**src/rtl/ac97_pkg.sv**
```systemverilog
// Shared types and constants for the AC'97 codec register scheduler:
// FSM states, slot field positions and the built-in init table.
package ac97_pkg;

    typedef enum logic [2:0] {
        StWait,
        StInit,
        StIdle,
        StIssue,
        StWaitRsp
    } sched_state_e;

    localparam int unsigned SLOT_W       = 20;
    localparam int unsigned SLOT_RNW_BIT = 19;
    localparam int unsigned SLOT_ADDR_HI = 18;
    localparam int unsigned SLOT_ADDR_LO = 12;
    localparam int unsigned SLOT_DATA_HI = 19;
    localparam int unsigned SLOT_DATA_LO = 4;

    localparam int unsigned INIT_LEN_DEFAULT = 4;
    localparam int unsigned INIT_TABLE_LEN   = 4;
    localparam int unsigned INIT_IDX_W       = 3;

    // Entry 0 is the rightmost element.
    localparam logic [INIT_TABLE_LEN-1:0][6:0]  INIT_ADDR = {7'h2A, 7'h18, 7'h04, 7'h02};
    localparam logic [INIT_TABLE_LEN-1:0][15:0] INIT_DATA = {16'h0001, 16'h0808, 16'h0000, 16'h0000};

    function automatic logic [SLOT_W-1:0] addr_slot(input logic r_nw, input logic [6:0] addr);
        logic [SLOT_W-1:0] s;
        s = '0;
        s[SLOT_RNW_BIT] = r_nw;
        s[SLOT_ADDR_HI:SLOT_ADDR_LO] = addr;
        return s;
    endfunction

    function automatic logic [SLOT_W-1:0] data_slot(input logic [15:0] data);
        logic [SLOT_W-1:0] s;
        s = '0;
        s[SLOT_DATA_HI:SLOT_DATA_LO] = data;
        return s;
    endfunction

endpackage

```
**src/rtl/ac97_init_rom.sv**
```systemverilog
// Combinational lookup of the codec init table: index -> {addr[6:0], data[15:0]}.
// Indices past the end of the table return zero.
module ac97_init_rom
    import ac97_pkg::*;
(
    input  logic [INIT_IDX_W-1:0] idx,
    output logic [22:0]           entry
);

    always_comb begin
        entry = '0;
        for (int unsigned i = 0; i < INIT_TABLE_LEN; i++) begin
            if (idx == INIT_IDX_W'(i)) begin
                entry = {INIT_ADDR[i], INIT_DATA[i]};
            end
        end
    end

endmodule

```
**src/rtl/ac97_reg_sched.sv**
```systemverilog
// AC'97 codec register-access scheduler: warm-up wait, init table, then one host
// command per frame. Read replies and timeouts exist only with AC97_READBACK_EN.
module ac97_reg_sched
    import ac97_pkg::*;
#(
    parameter int unsigned WAIT_FRAMES    = 16,
    parameter int unsigned TIMEOUT_FRAMES = 4,
    parameter int unsigned INIT_LEN       = INIT_LEN_DEFAULT
) (
    input  logic              ac97_bitclk,
    input  logic              ac97_reset_b,
    input  logic              ac97_strobe,

    input  logic              cmd_valid,
    output logic              cmd_ready,
    input  logic              cmd_r_nw,
    input  logic [6:0]        cmd_addr,
    input  logic [15:0]       cmd_data,

    output logic              rsp_valid,
    output logic [15:0]       rsp_data,
    output logic              rsp_timeout,

    input  logic [SLOT_W-1:0] ac97_in_slot1,
    input  logic              ac97_in_slot1_valid,
    input  logic [SLOT_W-1:0] ac97_in_slot2,
    input  logic              ac97_in_slot2_valid,

    output logic [SLOT_W-1:0] ac97_out_slot1,
    output logic              ac97_out_slot1_valid,
    output logic [SLOT_W-1:0] ac97_out_slot2,
    output logic              ac97_out_slot2_valid,

    output logic              init_done
);

    localparam int unsigned WAIT_W = $clog2(WAIT_FRAMES) + 1;
    localparam int unsigned IDX_W  = $clog2(INIT_LEN) + 1;

    sched_state_e      state_q, state_d;
    logic [WAIT_W-1:0] wait_cnt_q, wait_cnt_d;
    logic [IDX_W-1:0]  init_idx_q, init_idx_d;
    logic              init_done_q, init_done_d;

    logic              hold_valid_q, hold_valid_d;
    logic              hold_r_nw_q, hold_r_nw_d;
    logic [6:0]        hold_addr_q, hold_addr_d;
    logic [15:0]       hold_data_q, hold_data_d;

    logic [SLOT_W-1:0] slot1_q, slot1_d;
    logic              slot1_valid_q, slot1_valid_d;
    logic [SLOT_W-1:0] slot2_q, slot2_d;
    logic              slot2_valid_q, slot2_valid_d;

    logic [22:0]       rom_entry;
    logic              handshake;

`ifdef AC97_READBACK_EN
    localparam int unsigned TMO_W = $clog2(TIMEOUT_FRAMES) + 1;

    logic [TMO_W-1:0]  tmo_cnt_q, tmo_cnt_d;
    logic              reply_match;
    logic              unused_in;

    assign reply_match = ac97_in_slot1_valid && ac97_in_slot2_valid &&
                         (ac97_in_slot1[SLOT_ADDR_HI:SLOT_ADDR_LO] == hold_addr_q);
    assign unused_in   = ^{ac97_in_slot1[SLOT_RNW_BIT], ac97_in_slot1[SLOT_ADDR_LO-1:0],
                           ac97_in_slot2[SLOT_DATA_LO-1:0]};
`else
    logic              unused_in;

    assign unused_in = ^{ac97_in_slot1, ac97_in_slot1_valid, ac97_in_slot2, ac97_in_slot2_valid};
`endif

    ac97_init_rom u_init_rom (
        .idx   (INIT_IDX_W'(init_idx_q)),
        .entry (rom_entry)
    );

    assign cmd_ready = init_done_q && !hold_valid_q;
    assign handshake = cmd_valid && cmd_ready;

    always_comb begin
        state_d       = state_q;
        wait_cnt_d    = wait_cnt_q;
        init_idx_d    = init_idx_q;
        init_done_d   = init_done_q;
        hold_valid_d  = hold_valid_q;
        hold_r_nw_d   = hold_r_nw_q;
        hold_addr_d   = hold_addr_q;
        hold_data_d   = hold_data_q;
        slot1_d       = slot1_q;
        slot1_valid_d = slot1_valid_q;
        slot2_d       = slot2_q;
        slot2_valid_d = slot2_valid_q;
        rsp_valid     = 1'b0;
        rsp_data      = '0;
        rsp_timeout   = 1'b0;
`ifdef AC97_READBACK_EN
        tmo_cnt_d     = tmo_cnt_q;
`endif

        // cmd_ready is low whenever the holding register is busy, so a load never
        // collides with a release below.
        if (handshake) begin
            hold_valid_d = 1'b1;
            hold_r_nw_d  = cmd_r_nw;
            hold_addr_d  = cmd_addr;
            hold_data_d  = cmd_data;
        end

        unique case (state_q)
            StWait: begin
                if (ac97_strobe) begin
                    if (wait_cnt_q == WAIT_W'(WAIT_FRAMES - 1)) begin
                        wait_cnt_d = '0;
                        state_d    = StInit;
                    end else begin
                        wait_cnt_d = wait_cnt_q + WAIT_W'(1);
                    end
                end
            end

            StInit: begin
                if (ac97_strobe) begin
                    if (init_idx_q == IDX_W'(INIT_LEN)) begin
                        slot1_d       = '0;
                        slot1_valid_d = 1'b0;
                        slot2_d       = '0;
                        slot2_valid_d = 1'b0;
                        init_done_d   = 1'b1;
                        state_d       = StIdle;
                    end else begin
                        slot1_d       = addr_slot(1'b0, rom_entry[22:16]);
                        slot1_valid_d = 1'b1;
                        slot2_d       = data_slot(rom_entry[15:0]);
                        slot2_valid_d = 1'b1;
                        init_idx_d    = init_idx_q + IDX_W'(1);
                    end
                end
            end

            StIdle: begin
                if (ac97_strobe && hold_valid_q) begin
                    slot1_d       = addr_slot(hold_r_nw_q, hold_addr_q);
                    slot1_valid_d = 1'b1;
                    slot2_d       = hold_r_nw_q ? '0 : data_slot(hold_data_q);
                    slot2_valid_d = !hold_r_nw_q;
                    state_d       = StIssue;
                end
            end

            StIssue: begin
                if (ac97_strobe) begin
                    slot1_d       = '0;
                    slot1_valid_d = 1'b0;
                    slot2_d       = '0;
                    slot2_valid_d = 1'b0;
`ifdef AC97_READBACK_EN
                    if (hold_r_nw_q) begin
                        tmo_cnt_d = TMO_W'(TIMEOUT_FRAMES);
                        state_d   = StWaitRsp;
                    end else begin
                        hold_valid_d = 1'b0;
                        state_d      = StIdle;
                    end
`else
                    hold_valid_d = 1'b0;
                    state_d      = StIdle;
`endif
                end
            end

`ifdef AC97_READBACK_EN
            StWaitRsp: begin
                if (ac97_strobe) begin
                    if (reply_match) begin
                        rsp_valid    = 1'b1;
                        rsp_data     = ac97_in_slot2[SLOT_DATA_HI:SLOT_DATA_LO];
                        hold_valid_d = 1'b0;
                        state_d      = StIdle;
                    end else if (tmo_cnt_q == TMO_W'(1)) begin
                        tmo_cnt_d    = '0;
                        rsp_valid    = 1'b1;
                        rsp_data     = 16'hFFFF;
                        rsp_timeout  = 1'b1;
                        hold_valid_d = 1'b0;
                        state_d      = StIdle;
                    end else begin
                        tmo_cnt_d = tmo_cnt_q - TMO_W'(1);
                    end
                end
            end
`endif

            default: state_d = StWait;
        endcase
    end

    always_ff @(posedge ac97_bitclk or negedge ac97_reset_b) begin
        if (!ac97_reset_b) begin
            state_q       <= StWait;
            wait_cnt_q    <= '0;
            init_idx_q    <= '0;
            init_done_q   <= 1'b0;
            hold_valid_q  <= 1'b0;
            hold_r_nw_q   <= 1'b0;
            hold_addr_q   <= '0;
            hold_data_q   <= '0;
            slot1_q       <= '0;
            slot1_valid_q <= 1'b0;
            slot2_q       <= '0;
            slot2_valid_q <= 1'b0;
`ifdef AC97_READBACK_EN
            tmo_cnt_q     <= '0;
`endif
        end else begin
            state_q       <= state_d;
            wait_cnt_q    <= wait_cnt_d;
            init_idx_q    <= init_idx_d;
            init_done_q   <= init_done_d;
            hold_valid_q  <= hold_valid_d;
            hold_r_nw_q   <= hold_r_nw_d;
            hold_addr_q   <= hold_addr_d;
            hold_data_q   <= hold_data_d;
            slot1_q       <= slot1_d;
            slot1_valid_q <= slot1_valid_d;
            slot2_q       <= slot2_d;
            slot2_valid_q <= slot2_valid_d;
`ifdef AC97_READBACK_EN
            tmo_cnt_q     <= tmo_cnt_d;
`endif
        end
    end

    assign ac97_out_slot1       = slot1_q;
    assign ac97_out_slot1_valid = slot1_valid_q;
    assign ac97_out_slot2       = slot2_q;
    assign ac97_out_slot2_valid = slot2_valid_q;
    assign init_done            = init_done_q;

endmodule

```
**config.mk**
```make
export PLATFORM = sky130hd
export DESIGN_NAME = ac97_reg_sched
export DESIGN_NICKNAME = d
export VERILOG_FILES = /design/src/rtl/ac97_pkg.sv /design/src/rtl/ac97_init_rom.sv /design/src/rtl/ac97_reg_sched.sv
export SDC_FILE = /design/constraint.sdc
export NUM_CORES = 1
export LEC_CHECK = 0
export ABC_AREA = 1
export CAP_MARGIN = 20
export CORE_MARGIN = 2
export CORE_UTILIZATION = 38
export CTS_BUF_LIST = sky130_fd_sc_hd__clkbuf_4 sky130_fd_sc_hd__clkbuf_8 sky130_fd_sc_hd__clkbuf_16
export CTS_CLUSTER_SIZE = 28
export DETAILED_ROUTE_END_ITERATION = 16
export PLACE_DENSITY = 0.76
export SLEW_MARGIN = 30
export SYNTH_ARGS = -nofsm -noshare
export SYNTH_HDL_FRONTEND = slang
export SYNTH_SLANG_ARGS = --single-unit
export TNS_END_PERCENT = 10
```
**constraint.sdc**
```tcl
create_clock -name ac97_bitclk -period 1.2 [get_ports ac97_bitclk]
set_input_delay 0.12 -clock ac97_bitclk [delete_from_list [all_inputs] [get_ports ac97_bitclk]]
set_output_delay 0.12 -clock ac97_bitclk [all_outputs]
set_load 0.1 [all_outputs]
```
==> results.py <==
metrics = {
    "floorplanning": {
        "rows": 32,
        "dieArea_sq_um": 8657,
        "num_io_pins": 132,
        "fp.dieW_microns": 93.05,
        "start_util_pct": 39.19,
        "die_h_microns": 93.05,
        "core-area_sq_um": 7687,
    },
    "synth": {
        "synth-async-reset-ratio_pct": 100.0,
        "synth.avg_cell_area_sq_um": 8.584,
        "synth_edf_count": 0,
        "synth_flop_cell": "dfrtp_1",
        "yosys_register_bits": 62,
        "synthesis.area_sq_um": 3013,
        "synth-compound-area-share_pct": 3.779,
        "synthMuxAreaShare_pct": 0,
        "ys_warn_count": 0,
        "synthXorXnorAreaFrac_pct": 0.8721,
        "synth-simple-area-share_pct": 27.03,
        "synthAdderAreaFrac_pct": 2.492,
        "synth_top_family_by_area": "simple AND/OR/NAND/NOR gates",
        "ys_types": 24,
        "netlist_instances": 351,
        "ys_seq_area_share_pct": 51.50,
    },
    "clock_network": {
        "htreeDepth": 3,
        "cts-root-buf": "clkbuf_8",
        "cts_buffers": 9,
        "clk_path_buf_depth": 2,
        "insertion_delay_ns": 0.35,
        "clock-sinks": 62,
        "clk_pin_slew_ns": 0.07,
        "tritoncts": "done",
    },
    "power_and_ir_drop": {
        "leakagePower_nw": 2.190,
        "ir_worst_vdd_mv": 1.476,
        "total_power_mw": 12.79,
        "power.density_nw_per_um2": 2865,
    },
    "critical_path": {
        "path_cells": "nor2_4 > buf_12 > buf_12",
        "startpoint_type": "register",
        "ff2ff_setup_slack_ns": -0.08,
        "slowest_stage": "dfrtp_2",
        "critPathLaunch": "hold_valid_q",
        "rr_startpoint": "init_idx_q[1]",
        "cp-end-kind": "primary output",
        "cp_num_cells": 3,
        "crit_type": "register to primary output",
        "crit_top_cell": "buf_12",
        "critical_path_required_ns": 1.08,
        "path_max_fanout": 2,
        "cp-endpoint": "cmd_ready",
        "reg2reg_depth": 7,
        "cpPeakStageDelay_ns": 0.44,
        "timing.rr.end": "init_idx_q[2]",
        "worstPathArrival_ns": 1.24,
        "critPathBufInv": 2,
        "cp_top_family": "flip-flops",
    },
    "global_routing": {
        "grt_use_total_pct": 17.47,
        "grt_max_degree": 63,
        "grt_pass1_vias": 2396,
        "grt_pass1_wl_microns": 11670,
        "antenna_found_initial": 0,
        "grt_overflow_total": 0,
    },
    "sta": {
        "fin_crit_sh_pct": 113.3,
        "rsz0062_at_grt": "true",
        "clock.fmax_mhz": 735.8,
        "finalCriticalPeriod_ns": 1.359,
        "slew_viol_final": 0,
        "fin_tns_setup_ns": -0.8390,
        "hold_violations": 0,
        "finClkSkew_ns": 0.005733,
        "setup_ws_ns": -0.1591,
        "finalSetupViolations": 23,
    },
    "placed_design": {
        "gp_routability_congestion": 0.8721,
        "dp_hpwl_microns": 4951,
        "port_buffers": 55,
        "placed_area_sq_um": 3974,
        "dpl.cell_count": 514,
    },
    "route": {
        "drc": 0,
        "ant_nets": 0,
        "vias": 2517,
        "avgRoutedWirePerCell_microns": 13.60,
        "drtIter0Drc": 148,
        "vias_per_cell": 4.661,
        "routed_wl_microns": 7345,
        "first_pass_iters": 4,
    },
    "status": {
        "violations": "setup timing",
        "status": "complete, but fails checks",
    },
    "final_layout": {
        "drive_gt1_share_pct": 27.63,
        "fin_area_sq_um": 4463,
        "final-instance-count-excl-fill": 540,
        "final_common_cell": "nand2_1",
        "num_antenna_cells": 0,
        "nets": 509,
        "syn_to_final_growth_pct": 48.13,
        "fill_cells": 626,
        "final_cell_mix": "nand2_1, dfrtp_1, nand3_1, conb_1, buf_12",
        "fin_util_pct": 58.06,
    },
    "worst_hold_path": {
        "min-delay-path-class": "primary input to asynchronous set/reset pin",
    },
    "job": {
        "drv_cap": 0,
    },
}
==> through the flow <==
step                worst slack, ns  hold WS [ns]
CTS                         -0.1547        0.3204
global route                -0.1863        0.3311
finish                      -0.1591        0.3137
floorplan                   -0.1091       -0.1756
detailed placement          -0.2413        0.1500
global placement            -0.2023        0.1468
==> cells by family after synthesis <==
kind of cell               Yosys count
and+or+nand+nor                    191
xor gates and xnor gates             3
other                                1
adders and majority gates            6
DFF                                 62
AOI/OAI and AO/OA                   20
buffers and inverters               68
==> state kept, by name, summed over array words and instances, names as in the netlist, 2 cells and up <==
register,cells
state_q,2
ac97_out_slot1,8
ac97_out_slot2,16
wait_cnt_q,5
init_idx_q,3
hold_data_q,16
hold_addr_q,7
==> cell usage after synthesis, types with 3 or more instances <==
master | count | share of area [%]
buf_6 | 4 | 1.5
nand2_2 | 5 | 1.0
inv_2 | 3 | 0.37
buf_2 | 6 | 1.0
nand3_1 | 48 | 8.0
o21ai_0 | 4 | 0.66
a31oi_1 | 6 | 1.2
dfrtp_1 | 62 | 51
ha_1 | 6 | 2.5
nor2_1 | 21 | 2.6
inv_1 | 17 | 2.1
buf_4 | 36 | 9.0
nand2_1 | 111 | 14
a21oi_1 | 7 | 1.2
==> worst reg2reg max path: cells and delay by family (launching register included) <==
family | cells | cell delay, ns
AO/OA/AOI/OAI | 1 | 0.16
adder cells (fa/ha/maj) | 1 | 0.18
buffers and inverters | 1 | 0.07
flip-flops | 1 | 0.39
AND/OR/NAND/NOR | 4 | 0.40
==> routing by layer <==
layer / wire, microns / GRT usage [%] / vias up
li1: - / - / 1218
met1: 2884 / 21.84 / 1184
met2: 3795 / 28.20 / 100
met3: 493 / 4.835 / 15
met4: 172 / 8.088 / 0
met5: 0 / 0 / -
==> power by group <==
part | internal (mW) | leakage (nW) | switching [mW] | total (mW)
clock | 0.973 | 0.0917 | 0.848 | 1.82
sequential | 2.87 | 0.769 | 0.768 | 3.63
combinational | 2.49 | 1.33 | 4.84 | 7.33
total | 6.33 | 2.19 | 6.45 | 12.8
==> timing repair <==
action | 4_1_cts | 5_1_grt
resized for setup | 30 | 26
hold buffers | 1 | 0
hold endpoints to repair | 62 | 0
buffers inserted | 4 | 5
endpoints found under the setup margin | 44 | 62
pin swaps | 9 | 8
==> worst min path at each step <==
stage / from / to / slack [ns] / cells after the start
3_5_place_dp: ac97_reset_b / hold_addr_q[3] / 0.15 / 2
2_1_floorplan: ac97_reset_b / ac97_out_slot1[12] / -0.18 / 0
4_1_cts: ac97_reset_b / wait_cnt_q[4] / 0.32 / 3
6_report: ac97_reset_b / wait_cnt_q[4] / 0.31 / 3
3_3_place_gp: ac97_reset_b / wait_cnt_q[4] / 0.15 / 2
5_1_grt: cmd_data[12] / hold_data_q[12] / 0.33 / 3
==> area by class of cell <==
type,instances,area [sq um],share of cell area (%)
flip-flops and latches,62,1559,34.93
well taps,102,127.6,2.860
clock inverters,6,62.56,1.402
multi-input cells,254,1346,30.17
clock buffers,10,131.4,2.944
repair buffers,86,1144,25.62
inverters,20,92.59,2.075
(Power assumes the default switching activity.)
